===== src/rtl/dmem_pkg.sv =====
// dmem_pkg: shared FSM state encoding and default error data for the data memory bridge
package dmem_pkg;
  typedef enum logic [1:0] {IDLE, REQ, RESP} state_t;
  localparam logic [31:0] DMEM_ERR_DATA = 32'hDEADBEEF;
endpackage


===== src/rtl/dmem_timeout_ctr.sv =====
// dmem_timeout_ctr: counts bus wait cycles; expired marks the last allowed REQ cycle
module dmem_timeout_ctr #(
  parameter int TIMEOUT = 255
) (
  input  logic clk,
  input  logic reset,
  input  logic clear,
  input  logic enable,
  output logic expired
);
  localparam int W = $clog2(TIMEOUT + 1);
  logic [W-1:0] cnt;
  // wait counter, saturates once the timeout point is reached
  always_ff @(posedge clk or negedge reset)
    if (!reset) cnt <= '0;
    else if (clear) cnt <= '0;
    else if (enable && !expired) cnt <= cnt + 1'b1;
  assign expired = cnt == W'(TIMEOUT - 1);
endmodule


===== src/rtl/data_mem_bridge.sv =====
// data_mem_bridge: core load/store to req/ack bus bridge with timeout; DMEM_WRITE_BUFFER_EN adds a posted-write buffer
module data_mem_bridge import dmem_pkg::*; #(
  parameter int          TIMEOUT  = 255,
  parameter logic [31:0] ERR_DATA = DMEM_ERR_DATA
) (
  input  logic        clk,
  input  logic        reset,
  input  logic        mem_read,
  input  logic        mem_write,
  input  logic [3:0]  byte_enable,
  input  logic [31:0] addr,
  input  logic [31:0] write_data,
  output logic [31:0] read_data,
  output logic        stall,
  output logic        bus_req,
  output logic        bus_we,
  output logic [3:0]  bus_be,
  output logic [31:0] bus_addr,
  output logic [31:0] bus_wdata,
  input  logic        bus_ack,
  input  logic [31:0] bus_rdata,
  output logic        timeout_err
);
`ifdef DMEM_WRITE_BUFFER_EN
  localparam logic WB = 1'b1;
`else
  localparam logic WB = 1'b0;
`endif
  state_t state;
  logic   drain;
  logic   expired;
  logic   req_in;
  assign req_in = mem_read | mem_write;
  dmem_timeout_ctr #(.TIMEOUT(TIMEOUT)) u_ctr (
    .clk(clk),
    .reset(reset),
    .clear(state == IDLE),
    .enable(state == REQ && !bus_ack),
    .expired(expired)
  );
  // a posted store (drain) only holds the core off when it presents another access
  assign stall = state == IDLE ? req_in && !(WB && mem_write) :
                 state == REQ  ? (drain ? req_in : 1'b1) : drain && req_in;
  // bridge FSM: latch the access, run the bus handshake, retire for one cycle
  always_ff @(posedge clk or negedge reset)
    if (!reset) begin
      state       <= IDLE;
      drain       <= 1'b0;
      read_data   <= '0;
      timeout_err <= 1'b0;
      bus_req     <= 1'b0;
      bus_we      <= 1'b0;
      bus_be      <= '0;
      bus_addr    <= '0;
      bus_wdata   <= '0;
    end else
      case (state)
        IDLE: if (req_in) begin
          state     <= REQ;
          drain     <= WB && mem_write;
          bus_req   <= 1'b1;
          bus_we    <= mem_write;
          bus_be    <= byte_enable;
          bus_addr  <= addr & ~32'h3;
          bus_wdata <= write_data;
        end
        REQ: if (bus_ack || expired) begin
          state   <= RESP;
          bus_req <= 1'b0;
          if (!bus_ack) timeout_err <= 1'b1;
          if (!bus_we) read_data <= bus_ack ? bus_rdata : ERR_DATA;
        end
        RESP: begin
          state <= IDLE;
          drain <= 1'b0;
        end
        default: state <= IDLE;
      endcase
endmodule


===== config.mk =====
export PLATFORM = sky130hd
export DESIGN_NAME = data_mem_bridge
export DESIGN_NICKNAME = d
export VERILOG_FILES = /design/src/rtl/dmem_pkg.sv /design/src/rtl/dmem_timeout_ctr.sv /design/src/rtl/data_mem_bridge.sv
export SDC_FILE = /design/constraint.sdc
export NUM_CORES = 1
export LEC_CHECK = 0
export CAP_MARGIN = 10
export CORE_MARGIN = 5
export CORE_UTILIZATION = 62
export DETAILED_ROUTE_END_ITERATION = 7
export DONT_BUFFER_PORTS = 1
export GPL_TIMING_DRIVEN = 1
export PLACE_DENSITY = 0.77
export SYNTH_ARGS = -nofsm -noshare
export SYNTH_HDL_FRONTEND = slang
export SYNTH_SLANG_ARGS = --single-unit

===== constraint.sdc =====
create_clock -name clk -period 2.3 [get_ports clk]
set_input_delay 0.345 -clock clk [delete_from_list [all_inputs] [get_ports clk]]
set_output_delay 0.345 -clock clk [all_outputs]
set_load 0.01 [all_outputs]

==> flow_summary.yaml <==
logic_synthesis:
  synth_cell_type_count: 32
  synth_fa_ha_area_share_pct: 0.5822
  synth-xor-area-share_pct: 0.2038
  ys_ff_latch: 111
  synth_top_family_by_area: "simple AND/OR/NAND/NOR gates"
  netlist_instances: 425
  synth_area_mm2: 0.004298
  synth_compound_area_share_pct: 9.403
  synthMuxAreaShare_pct: 0
  synthSimpleGateAreaFrac_pct: 21.92
  ys_warn_count: 0
  avgSynthCellArea_um2: 10.11
  seq_area_frac_synth_pct: 64.63
grt:
  grt_pass1_vias: 2904
  grt_pass1_wl_mm: 14.53
  antenna_found_initial: 0
  grt_max_degree: 112
  grt-ovfl-total: 0
  grt_use_total_pct: 21.44
timing:
  period_needed_ns: 1.992
  rsz0062_at_grt: "false"
  skew_ns: 0.01289
  setup_viol: 0
  fin_tns_setup_ns: 0
  worst_slack_ns: 0.3076
  slew_viol_final: 0
  holdWs_ns: -0.3193
  tightest_slew_ns: 0.9540
  max_freq_mhz: 501.9
  finalHoldViolations: 111
  min_period_over_period_pct: 86.63
  slew_headroom_pct: 36.16
die:
  dieHeight_um: 93.26
  dieWidth_um: 93.26
  core_mm2: 0.006756
  io_pins: 209
  row_count: 30
  dieArea_mm2: 0.008697
  start_util_pct: 63.61
power_and_ir_drop:
  p_comb_share_pct: 24.2
  power.density_mw_per_mm2: 1467
  p_leak_nw: 2.285
  swShare_pct: 40.67
  p_int_mw: 3.943
  p_sw_mw: 2.703
  seq_power_share_pct: 59.4
  p_clk_share_pct: 16.4
  ir_drop_mv: 0.6748
worst_setup_path:
  cp.required_ns: 1.96
  path_class: "flip-flop to primary output"
  worstRegToRegCells: 6
  critical_path.max_fanout: 40
  startpoint_type: "flip-flop"
  cp-end-kind: "primary output"
  cp.arrival_ns: 1.65
placement:
  dp_hpwl_mm: 6.976
  routabilityCongestion: 0.7314
  dp_slack_ns: 0.4488
  port_buffers: 0
final_layout:
  layout_common_cells: "204 x nand2_1, 111 x dfrtp_1, 24 x o22a_1"
  multi_input_area_mm2: 0.001406
  seq_area_mm2: 0.002778
  fin_nets: 525
  fillerInstances: 525
  n_antenna_cell: 0
  syn2layout_area_growth_pct: 5.444
  final_common_cell: "nand2_1"
  drive_above_1_share_pct: 6.856
clock_network:
  cts_made_buffers: 9
  postCtsSetupRepairBufs: 0
  root_buffer: "clkbuf_8"
  cts_tree: "yes"
  clk_latency_ns: 0.35
  cts_sinks: 111
  cts-resized-gates: 0
  clk_path_buf_depth: 2
  path_clk_slew_ns: 0.11
  htreeDepth: 3
worst_hold_path:
  hold_path.class: "input pin to asynchronous set/reset pin"
drt:
  vias_per_cell: 5.740
  vias: 2887
  drtAntennaViolNets: 0
  post_drt_wl_per_cell_um: 18.82
  dr.pass1.iters: 6
  drt_iter0_markers: 97
  drt-total-wl_mm: 9.465
  drc: 0
outcome:
  status: "finished with violations"
  violations: "hold timing"
run:
  max_cap_violations: 0
[worst max-delay path: stages, from the launching register on]
cell,delay (ns)
dfrtp_1,0.43
nor2_1,0.30
o21ai_4,0.34
nand2_1,0.23
[cells in the mapped netlist, drive strengths merged]
library cell	number	share of area, %
nand2	204	18
dfrtp	111	65
o22a	24	4.9
buf	16	2.3
a22o	9	1.8
clkbuf	8	0.70
o21ai	7	0.82
nand3	6	0.70
a21oi	5	0.58
nor2	5	0.44
a21o	4	0.70
or3	4	0.58
nand2b	3	0.61
a211o	2	0.41
ha	2	0.58
inv	2	0.17
nor3	2	0.35
or2	2	0.29
and2	1	0.20
and3	1	0.15
and4	1	0.26
conb	1	0.087
nand4	1	0.15
nor3b	1	0.17
o21bai	1	0.17
or3b	1	0.20
xnor2	1	0.20
[stage by stage]
| stage | std cells | hold slack (ns) | instance area [um^2] | total power [mW] | util [%] |
|---|---|---|---|---|---|
| 6_report | 503 | -0.3193 | 4532 | 6.646 | 67.07 |
| 5_1_grt | 503 | -0.3626 | 4532 | 7.157 | 67.07 |
| 4_1_cts | 503 | -0.3472 | 4532 | 6.745 | 67.07 |
| 3_5_place_dp | 487 | 0.05215 | 4342 | 5.645 | 64.26 |
| 3_3_place_gp | 487 | 0.05204 | 4342 | 5.516 | 64.26 |
| 2_1_floorplan | 426 | 0.04941 | 4302 | 5.095 | - |
[cell type report]
| type | instances | area share, % |
|---|---|---|
| inverters | 2 | 0.1657 |
| flip-flops and latches | 111 | 61.29 |
| well taps | 80 | 2.209 |
| repair buffers | 5 | 1.104 |
| multi-input cells | 289 | 31.03 |
| clock buffers | 10 | 3.037 |
| clock inverters | 6 | 1.160 |
[final timing paths]
| kind | from | endpoint | slack, ns |
|---|---|---|---|
| setup / recovery | state[0] | stall | 0.31 |
| hold / removal | reset | read_data[8] | -0.32 |
| setup reg to reg | u_ctr.cnt[0] | u_ctr.cnt[3] | 0.44 |
| hold reg to reg | u_ctr.cnt[7] | u_ctr.cnt[7] | 0.54 |
| max in group asynchronous | reset | bus_we | 2.45 |
| min in group clk | write_data[5] | bus_wdata[5] | 0.08 |
[power groups by stage]
stage	logic (mW)	registers, mW	clock network, mW
after floorplan	1.34	3.75	0
after CTS	1.65	3.97	1.12
after detailed placement	1.65	3.99	0
final	1.61	3.95	1.09
after global routing	1.88	4.07	1.21
after global placement	1.54	3.98	0
[logic make-up (layout without fill, tap and decap cells)]
logic type,Yosys count,count (layout)
xor+xnor,1,1
buf+inv,26,23
flops,111,111
compound gates,52,52
simple gates,232,232
fa+ha+maj,2,2
other cells,1,2
[sequential cells by signal, summed over array words and instances (netlist names)]
register     flops
state            2
bus_req          1
u_ctr.cnt        8
bus_addr        30
read_data       32
timeout_err      1
bus_be           4
bus_we           1
bus_wdata       32
[per-layer routing]
layer | part of all wire, % | GRT usage (%) | vias to the layer above | wire length [um]
met5 | 0 | 0 | - | 0
li1 | - | - | 1360 | -
met2 | 50 | 35.26 | 143 | 4710
met4 | 1.3 | 7.082 | 0 | 127
met3 | 12 | 9.171 | 10 | 1136
met1 | 37 | 25.38 | 1374 | 3491
No activity file was read; power rests on OpenSTA's default activity.
